**config.mk**
```make
export PLATFORM = sky130hd
export DESIGN_NAME = dmem_arbiter
export DESIGN_NICKNAME = d
export VERILOG_FILES = /design/src/rtl/dmem_arbiter.sv
export SDC_FILE = /design/constraint.sdc
export NUM_CORES = 1
export LEC_CHECK = 0
export ABC_AREA = 0
export BUFFER_PORTS_ARGS = -buffer_cell sky130_fd_sc_hd__buf_2
export CAP_MARGIN = 20
export CORE_AREA = 2 2 109 111
export CTS_BUF_LIST = sky130_fd_sc_hd__clkbuf_8
export DETAILED_ROUTE_END_ITERATION = 6
export DIE_AREA = 0 0 111 113
export PLACE_DENSITY = 0.83
export SLEW_MARGIN = 10
export SYNTH_ARGS = -nofsm -noshare
export SYNTH_HDL_FRONTEND = slang
export SYNTH_SLANG_ARGS = --single-unit
```
**constraint.sdc**
```tcl
create_clock -name clk -period 11.69 [get_ports clk]
set_input_delay 1.7535 -clock clk [delete_from_list [all_inputs] [get_ports clk]]
set_output_delay 1.7535 -clock clk [all_outputs]
set_load 0.01 [all_outputs]
```
**src/rtl/dmem_arbiter.sv**
```systemverilog
// Two-port round-robin arbiter and sequencer for a single-port data memory.
// Each transaction takes IDLE (grant) -> ACCESS (memory cycle) -> RESP (ack pulse).
// Optional build macro DMEM_ARB_STATS_EN adds saturating per-port ack counters
// and a conflict counter (stat_cnt0, stat_cnt1, stat_conflict).
module dmem_arbiter #(
  parameter int unsigned ADDR_W = 16,
  parameter int unsigned DATA_W = 32
) (
  input  logic              clk,
  input  logic              reset,
  input  logic              req0,
  input  logic              req1,
  input  logic              we0,
  input  logic              we1,
  input  logic [31:0]       addr0,
  input  logic [31:0]       addr1,
  input  logic [DATA_W-1:0] wdata0,
  input  logic [DATA_W-1:0] wdata1,
  output logic              ack0,
  output logic              ack1,
  output logic              err0,
  output logic              err1,
  output logic [DATA_W-1:0] rdata0,
  output logic [DATA_W-1:0] rdata1,
  output logic [ADDR_W-1:0] mem_addr,
  output logic              mem_we,
  output logic [DATA_W-1:0] mem_wdata,
  input  logic [DATA_W-1:0] mem_rd
`ifdef DMEM_ARB_STATS_EN
  ,
  output logic [15:0]       stat_cnt0,
  output logic [15:0]       stat_cnt1,
  output logic [15:0]       stat_conflict
`endif
);

  typedef enum logic [1:0] {StIdle, StAccess, StResp} state_e;

  state_e state_q;
  logic   gnt_q;   // granted port of the transaction in flight
  logic   last_q;  // last granted port, drives round-robin priority
  logic   we_q;
  logic   oor_q;

  logic              pick;
  logic              sel_we;
  logic [31:0]       sel_addr;
  logic [DATA_W-1:0] sel_wdata;
  logic              sel_oor;

`ifdef DMEM_ARB_STATS_EN
  function automatic logic [15:0] sat_inc(input logic [15:0] v);
    return (v == 16'hFFFF) ? v : v + 16'd1;
  endfunction
`endif

  // Arbitration choice and the chosen port's request fields.
  always_comb begin
    // Port 1 wins when alone, or when both request and port 0 went last.
    pick      = req1 & ~(req0 & last_q);
    sel_we    = pick ? we1    : we0;
    sel_addr  = pick ? addr1  : addr0;
    sel_wdata = pick ? wdata1 : wdata0;
    sel_oor   = (sel_addr >> ADDR_W) != 32'd0;
  end

  // Sequencer FSM; all outputs are registered so reset clears them immediately.
  always_ff @(posedge clk or posedge reset) begin
    if (reset) begin
      state_q   <= StIdle;
      gnt_q     <= 1'b0;
      last_q    <= 1'b1;
      we_q      <= 1'b0;
      oor_q     <= 1'b0;
      ack0      <= 1'b0;
      ack1      <= 1'b0;
      err0      <= 1'b0;
      err1      <= 1'b0;
      rdata0    <= '0;
      rdata1    <= '0;
      mem_addr  <= '0;
      mem_we    <= 1'b0;
      mem_wdata <= '0;
`ifdef DMEM_ARB_STATS_EN
      stat_cnt0     <= '0;
      stat_cnt1     <= '0;
      stat_conflict <= '0;
`endif
    end else begin
      case (state_q)
        StIdle: begin
          if (req0 | req1) begin
            gnt_q     <= pick;
            last_q    <= pick;
            we_q      <= sel_we;
            oor_q     <= sel_oor;
            mem_addr  <= sel_addr[ADDR_W-1:0];
            mem_wdata <= sel_wdata;
            // Write strobe covers exactly the ACCESS cycle.
            mem_we    <= sel_we & ~sel_oor;
            state_q   <= StAccess;
`ifdef DMEM_ARB_STATS_EN
            if (req0 & req1) stat_conflict <= sat_inc(stat_conflict);
`endif
          end
        end
        StAccess: begin
          mem_we <= 1'b0;
          if (!we_q) begin
            if (gnt_q) rdata1 <= oor_q ? '0 : mem_rd;
            else       rdata0 <= oor_q ? '0 : mem_rd;
          end
          ack0    <= ~gnt_q;
          ack1    <= gnt_q;
          err0    <= ~gnt_q & oor_q;
          err1    <= gnt_q & oor_q;
          state_q <= StResp;
`ifdef DMEM_ARB_STATS_EN
          if (gnt_q) stat_cnt1 <= sat_inc(stat_cnt1);
          else       stat_cnt0 <= sat_inc(stat_cnt0);
`endif
        end
        StResp: begin
          ack0    <= 1'b0;
          ack1    <= 1'b0;
          err0    <= 1'b0;
          err1    <= 1'b0;
          state_q <= StIdle;
        end
        default: state_q <= StIdle;
      endcase
    end
  end

endmodule

```
* Word level (Yosys, flattened, before mapping) *
Cells that the tools add are included.

operators by class
  eq/ne operators = 3
  muxes and demuxes = 12
  bitwise operators = 10
  reductions and logical operators = 8

operator list
  operator                                             number
  two-way mux 32 bit                                   3
  nonzero test 32 bit                                  1
  case mux 1 bit (2 select lines)                      5
  AND reduction 3 bit                                  2
  bitwise AND 1 bit                                    5
  NOT 1 bit                                            4
  case mux 2 bit (2 select lines)                      1
  AND reduction 2 bit                                  2
  nonzero test 2 bit                                   2
  equality test 2 x 1 -> 1 bit, second input constant  1
  equality test 2 bit, second input constant           1
  logical NOT 2 bit                                    1
  two-way mux 1 bit                                    2
  two-way mux 2 bit                                    1
  inequality test 2 bit, second input constant         1
  OR 1 bit                                             1

storage, ports and cells
  register bits = 123
  input port bits = 166

* Longest topological paths before layout *
Gate-level depths: netlist of the first run.

  word-level depth = 9
  mapped depth = 7
  gate-level depth less buffers = 5

* Worst setup path after synthesis of the first run *
OpenSTA, ideal clock, no wires.

  kind = input to register
  start = in addr0[19]
  end = reg mem_we
  setup time = 0.095 ns
  arrival = 2.586 ns
  path slack = 9.008 ns
  cell stages on the path = 4
  path buffers = 0
  cell sequence = nor4_1 -> nand4_1 -> o32a_1 -> o31ai_1

between the ends
  longest elaborated chain between the ends = 6

ends and longest elaborated chain
  item                             RTL line  source
  start, declared                  15        input logic [31:0] addr0,
  two-way mux 32 bit               62        sel_addr = pick ? addr1 : addr0;
  nonzero test 32 bit              64        sel_oor = (sel_addr >> ADDR_W) != 32'd0;
  NOT 1 bit                        100       mem_we <= sel_we & ~sel_oor;
  bitwise AND 1 bit                100
  two-way mux 1 bit                92        if (req0 | req1) begin
  case mux 1 bit (2 select lines)  90        case (state_q)
  end signal, assigned             100
  end, declared                    26        output logic mem_we,

No other way between the ends. The select of a mux whose other input is x is not followed.
A chain may end at the register's enable or synchronous reset.

* Final worst setup path of the first run *
  start = in req1
  end = reg mem_we

between the ends
  longest elaborated chain between the ends = 7

ends and longest elaborated chain
  item                             RTL line  source
  start, declared                  12        input logic req1,
  bitwise AND 1 bit                60        pick = req1 & ~(req0 & last_q);
  two-way mux 32 bit               62
  nonzero test 32 bit              64
  NOT 1 bit                        100
  bitwise AND 1 bit                100
  two-way mux 1 bit                92
  case mux 1 bit (2 select lines)  90

Parallel ways exist; a longest one is shown, timed or not. The select of a mux whose other input is x is not followed.

==> impl_metrics.json, run 1 <==
{
  "core_area_sq_um": 11300,
  "critPathArrivalTime_ns": 3.37,
  "initial_utilization_pct": 46.8,
  "maxSlewViolCount": 0,
  "grt-ovfl-total": 0,
  "crit_required_ns": 12.01,
  "start_kind": "input pin",
  "grt_pass1_vias": 4560,
  "grt_pass1_wl_mm": 22.2,
  "final_cells": 940,
  "syn_nets": 679,
  "maxCapViolations": 0,
  "dieArea_sq_um": 12500,
  "drc_errors": 0,
  "power_density_nw_per_um2": 239,
  "switchingPower_mw": 0.660,
  "pwr-share-clk_pct": 21.9,
  "placed_area_sq_um": 6720,
  "cts_tree": "done",
  "rows": 39,
  "portBuffers": 282,
  "area_growth_syn_to_layout_pct": 35.4,
  "grt_max_degree": 104,
  "avgSynthCellArea_sq_um": 10.3,
  "yosys.area_share.xor_xnor_pct": 0,
  "ctsHoldBuffers": 0,
  "insertedDiodeCount": 0,
  "path_max_fanout": 53,
  "grt_use_total_pct": 22.6,
  "setup_violations": 0,
  "nets": 953,
  "ios": 283,
  "cts_setup_buffers": 0,
  "place.gp.congestion": 0.812,
  "dr.pass1.iters": 6,
  "dr_total_vias": 4596,
  "synth.area.mux_share_pct": 9.73,
  "final_hold_viol_count": 0,
  "skew_ns": 0.00772,
  "place_hpwl_mm": 10.1,
  "antenna_found_initial": 0,
  "syn_area_sq_um": 5270,
  "holdCritPathClass": "flop to flop",
  "synthDistinctLibCells": 31,
  "yosys.area_share.simple_pct": 14.4,
  "synth_fa_ha_area_share_pct": 0.712,
  "swShare_pct": 38.6,
  "htreeDepth": 4,
  "seqPwrFrac_pct": 40.7,
  "clock.fmax_ghz": 0.328,
  "post_drt_via_cell_ratio": 4.89,
  "synth_top_family_by_area": "simple AND/OR/NAND/NOR gates",
  "ys_ff_latch": 123,
  "postLayoutCellArea_sq_um": 7140,
  "clkLatencyLatePin_ns": 0.42,
  "yosys_warnings": 0,
  "die_x_um": 111,
  "p_leak_nw": 3.77,
  "clock-root-buffer": "clkbuf_8",
  "dieHeight_um": 113,
  "numCtsBuffers": 17,
  "drive_gt1_share_pct": 41.2,
  "slew_headroom_pct": 31.7,
  "outcome": "finished, final reports clean",
  "combPwrFrac_pct": 37.4,
  "path_clk_slew_ns": 0.07,
  "synth_compound_gate_area_share_pct": 12.3,
  "ant_nets": 0,
  "dp.cells": 907,
  "clockBufferDepth": 2,
  "cts.sink_count": 123,
  "rsz0062_at_grt": "false",
  "critPathCaptureType": "flop",
  "intPower_mw": 1.05,
  "drtIter0Drc": 395,
  "finalCriticalPeriod_ns": 3.05,
  "post_cts_resized": 0,
  "period_share_pct": 26.1,
  "crit_type": "input pin to flop",
  "synth_seq_area_share_pct": 58.4,
  "wl_per_cell_um": 14.8,
  "total_power_mw": 1.71,
  "syn_inst": 510,
  "ir_drop_uv": 108,
  "finalWirelength_mm": 13.9,
  "worst_pin_slew_ns": 1.03,
  "setup-tns-final_ns": 0
}
-- synthesized netlist by cell type --
cell | n | area share (%)
buf_2 | 9 | 0.85
or3b_1 | 1 | 0.17
a31oi_1 | 1 | 0.12
a21boi_1 | 1 | 0.14
nor4_1 | 8 | 0.95
a21oi_1 | 1 | 0.095
ha_1 | 3 | 0.71
nand3b_1 | 2 | 0.28
nand2_1 | 117 | 8.3
o31ai_1 | 1 | 0.14
buf_6 | 9 | 1.9
nand4_1 | 2 | 0.24
mux2i_1 | 49 | 9.3
a31o_2 | 1 | 0.17
o21ai_1 | 30 | 2.8
nand4b_1 | 1 | 0.17
nor2b_1 | 1 | 0.12
o32a_1 | 1 | 0.19
mux2_2 | 2 | 0.43
buf_4 | 2 | 0.28
dfstp_2 | 1 | 0.50
a21boi_0 | 1 | 0.14
dfrtp_1 | 122 | 58
nand2b_1 | 33 | 3.9
o21a_1 | 1 | 0.14
nor2_1 | 2 | 0.14
nand3_1 | 1 | 0.095
o21ai_0 | 88 | 8.4
inv_1 | 6 | 0.43
clkbuf_1 | 12 | 0.85
clkbuf_2 | 1 | 0.095
-- placed cells by master (no fill, tap or decap), types with 3 or more instances in the layout --
cell        instances
buf_2             282
dfrtp_1           122
nand2_1           117
o21ai_0            88
mux2i_1            49
nand2b_1           33
o21ai_1            29
clkbuf_8           17
nor4_1              8
inv_1               5
inv_6               5
buf_4               5
clkinv_4            4
ha_1                3
clkinvlp_4          3
-- layer usage --
metal  GRT usage, %  vias up  share of wire [%]
met4           9.58        0                3.0
li1               -     2276                  -
met1           26.3     2099                 39
met2           40.0      191                 52
met5              0        -                  0
met3           5.62       30                5.9
-- cell families (layout without fill, tap and decap cells) --
group | Yosys count | in the layout
AND/OR/NAND/NOR | 168 | 168
AO/OA/AOI/OAI | 126 | 126
flip-flops | 123 | 123
multiplexers | 51 | 51
buffers and inverters | 39 | 326
adder cells (fa/ha/maj) | 3 | 3
-- worst max-delay path: stages --
cell and delay [ns]:
buf_2 0.14, a21boi_4 0.19, buf_4 0.67, nand2_1 0.17
o32a_1 0.21, o31ai_1 0.19
-- through the flow --
stage	hold slack, ns	worst slack, ns	util [%]
2_1_floorplan	0.456	6.67	-
3_3_place_gp	0.456	8.31	59.6
3_5_place_dp	0.465	8.22	59.6
4_1_cts	0.482	8.67	63.1
5_1_grt	0.495	8.55	63.4
6_report	0.475	8.64	63.4
-- path summary, 6_finish.rpt --
path	startpoint	cells past startpoint	endpoint	slack, ns
hold reg to reg	rdata1[10]$_DFFE_PP0P_	2	rdata1[10]$_DFFE_PP0P_	0.48
setup / recovery	req1	6	mem_we$_DFFE_PP0P_	8.64
max in group asynchronous	reset	4	last_q$_DFFE_PP1P_	9.23
min in group asynchronous	reset	2	mem_wdata[18]$_DFFE_PP0P_	1.37
setup reg to reg	state_q[0]$_DFFE_PP0P_	5	gnt_q$_DFFE_PP0P_	9.63
hold / removal	rdata1[10]$_DFFE_PP0P_	2	rdata1[10]$_DFFE_PP0P_	0.48
-- layout make-up --
cell class,instances,area [sq um]
Clock inverter,15,166
Tap cell,143,179
Inverter,6,25.0
Timing Repair Buffer,288,1480
Fill cell,944,4130
Clock buffer,17,234
Multi-Input combinational cell,348,1980
Sequential cell,123,3080
-- flip-flops by register name, summed over array words and instances (netlist names), 2 cells and up --
signal	cells
mem_wdata	32
rdata0	32
rdata1	32
mem_addr	16
state_q	2
-- power by group through the flow --
stage          Sequential, mW  Combinational, mW  Clock, mW
3_3_place_gp            0.696              0.627          0
5_1_grt                 0.717              0.715      0.405
2_1_floorplan           0.757              0.333          0
6_report                0.695              0.639      0.374
4_1_cts                 0.697              0.648      0.383
3_5_place_dp            0.700              0.650          0
Power figures use the tool's default switching activity.
==> run 2, diff against run 1 <==
--- a/config.mk
+++ b/config.mk
@@ -8,11 +8,11 @@
 export ABC_AREA = 0
 export BUFFER_PORTS_ARGS = -buffer_cell sky130_fd_sc_hd__buf_2
 export CAP_MARGIN = 20
-export CORE_AREA = 2 2 109 111
+export CORE_ASPECT_RATIO = 1.25
+export CORE_UTILIZATION = 42
 export CTS_BUF_LIST = sky130_fd_sc_hd__clkbuf_8
 export DETAILED_ROUTE_END_ITERATION = 6
-export DIE_AREA = 0 0 111 113
-export PLACE_DENSITY = 0.83
+export PLACE_DENSITY = 0.79
 export SLEW_MARGIN = 10
 export SYNTH_ARGS = -nofsm -noshare
 export SYNTH_HDL_FRONTEND = slang
==> constraint.sdc (replaced) <==
create_clock -name clk -period 2.7 [get_ports clk]
set_input_delay 0.405 -clock clk [delete_from_list [all_inputs] [get_ports clk]]
set_output_delay 0.405 -clock clk [all_outputs]
set_load 0.01 [all_outputs]
==> impl_metrics.json, run 2 (same netlist as run 1, synthesis figures left out) <==
{
  "drc_errors": 0,
  "path_max_fanout": 52,
  "power_density_nw_per_um2": 1040,
  "setup-tns-final_ns": 0,
  "cts_setup_buffers": 0,
  "pre_cts_ws_ns": 0.790,
  "ios": 283,
  "clockBufferDepth": 2,
  "period_share_pct": 67.7,
  "final_hold_viol_count": 0,
  "grt_use_total_pct": 20.8,
  "worst_pin_slew_ns": 0.857,
  "post_cts_resized": 0,
  "place_hpwl_mm": 10.1,
  "holdCritPathClass": "input pin to flop",
  "finalWirelength_mm": 13.3,
  "post_drt_via_cell_ratio": 4.77,
  "finalCriticalPeriod_ns": 1.83,
  "utilization_pct": 59.9,
  "p_leak_nw": 3.85,
  "dr.pass1.iters": 4,
  "pwr-share-clk_pct": 23.8,
  "wl_met2_mm": 6.80,
  "reg_top3": "mem_wdata x32, rdata0 x32, rdata1 x32",
  "multiInputGateArea_sq_um": 1980,
  "outcome": "finished, final reports clean",
  "clkLatencyLatePin_ns": 0.43,
  "m1WireLength_mm": 5.25,
  "cts.sink_count": 123,
  "regArea_sq_um": 3080,
  "dieArea_sq_um": 13000,
  "setup_violations": 0,
  "die_x_um": 102,
  "clock.fmax_ghz": 0.547,
  "wl_met3_mm": 1.01,
  "ctsHoldBuffers": 1,
  "seqPwrFrac_pct": 38.9,
  "initial_utilization_pct": 43.2,
  "core_area_sq_um": 12200,
  "ant_nets": 0,
  "switchingPower_mw": 2.80,
  "crit_required_ns": 3.00,
  "critPathArrivalTime_ns": 2.12,
  "ir_drop_uv": 551,
  "maxCapViolations": 0,
  "drtIter0Drc": 103,
  "portBuffers": 282,
  "worst_path_max_delay_cell": "nand3b_1",
  "intPower_mw": 4.84,
  "grt_pass1_wl_mm": 20.6,
  "htreeDepth": 4,
  "dieHeight_um": 127,
  "grt_max_degree": 70,
  "drive_gt1_share_pct": 41.5,
  "rsz0062_at_grt": "false",
  "final_common_cell": "buf_2",
  "skew_ns": 0.0142,
  "antenna_found_initial": 0,
  "total_power_mw": 7.64,
  "fin_ws_ns": 0.872,
  "area_growth_syn_to_layout_pct": 38.9,
  "grt_pass1_vias": 4385,
  "path_delay_family": "simple AND/OR/NAND/NOR gates",
  "path_buf_inv": 2,
  "combPwrFrac_pct": 37.3,
  "cpPeakStageDelay_ns": 0.42,
  "maxSlewViolCount": 0,
  "cts_tree": "done",
  "rows": 45,
  "slew_headroom_pct": 42.7,
  "fillers": 1092,
  "critPathCaptureType": "flop",
  "wl_per_cell_um": 13.7,
  "final_cell_mix": "buf_2 (282), dfrtp_1 (122), nand2_1 (117)",
  "numCtsBuffers": 17,
  "crit_type": "flop to flop",
  "whs_ns": 0.238,
  "clock-root-buffer": "clkbuf_8",
  "highest_layer": "met4",
  "nets": 959,
  "crit_chain": "inv_1, ha_1, nand3b_1, buf_12, nand2_1, o21ai_0",
  "dr_total_vias": 4615,
  "swShare_pct": 36.6,
  "place.gp.congestion": 0.763,
  "start_kind": "flop",
  "grt-ovfl-total": 0,
  "insertedDiodeCount": 0,
  "path_clk_slew_ns": 0.07
}
[run 2: cell count changes in the layout (fill, tap and decap cells not counted), moves of 2 or more]
cell	before	now
buf_12	0	6
bufinv_16	2	4
inv_6	5	2
clkbuf_8	17	19
[run 2: layer usage]
layer  track usage, %  vias up
met3             5.91       16
met1             23.5     2117
met5                0        -
met4             8.32        0
li1                 -     2286
met2             36.3      196
[run 2: final timing paths]
| path | start | cells past startpoint | slack [ns] | endpoint |
|---|---|---|---|---|
| max | state_q[1]$_DFFE_PP0P_ | 6 | 0.87 | rdata1[26]$_DFFE_PP0P_ |
| min | mem_rd[12] | 3 | 0.24 | rdata0[12]$_DFFE_PP0P_ |
| max reg2reg | state_q[1]$_DFFE_PP0P_ | 6 | 0.87 | rdata1[26]$_DFFE_PP0P_ |
| min reg2reg | mem_addr[0]$_DFFE_PP0P_ | 2 | 0.48 | mem_addr[0]$_DFFE_PP0P_ |
| max in group asynchronous | reset | 4 | 1.37 | mem_wdata[28]$_DFFE_PP0P_ |
| min in group asynchronous | reset | 3 | 0.55 | rdata1[29]$_DFFE_PP0P_ |
[run 2: layout make-up]
type / count / share of cell area, %
Timing Repair Buffer: 294 / 21.6
Sequential cell: 123 / 42.0
Tap cell: 164 / 2.80
Inverter: 6 / 0.359
Clock inverter: 13 / 2.58
Multi-Input combinational cell: 348 / 27.1
Clock buffer: 19 / 3.57
[run 2: power by group through the flow]
stage,clock network [mW],logic (mW),registers [mW]
final,1.82,2.85,2.97
after global routing,1.95,3.20,3.08
after CTS,1.86,2.90,2.98
after detailed placement,0,2.90,3.00
after global placement,0,2.82,2.99
after floorplan,0,1.44,3.28
[run 2: through the flow]
| stage | instance area [sq um] | std cells |
|---|---|---|
| global route | 7320 | 967 |
| detailed placement | 6860 | 934 |
| global placement | 6860 | 934 |
| finish | 7320 | 967 |
| CTS | 7320 | 967 |
| floorplan | 5280 | 510 |
[run 2: tightest hold or removal path: stages]
cell	delay (ns)
buf_2	0.09
nand2b_1	0.07
o21ai_1	0.06
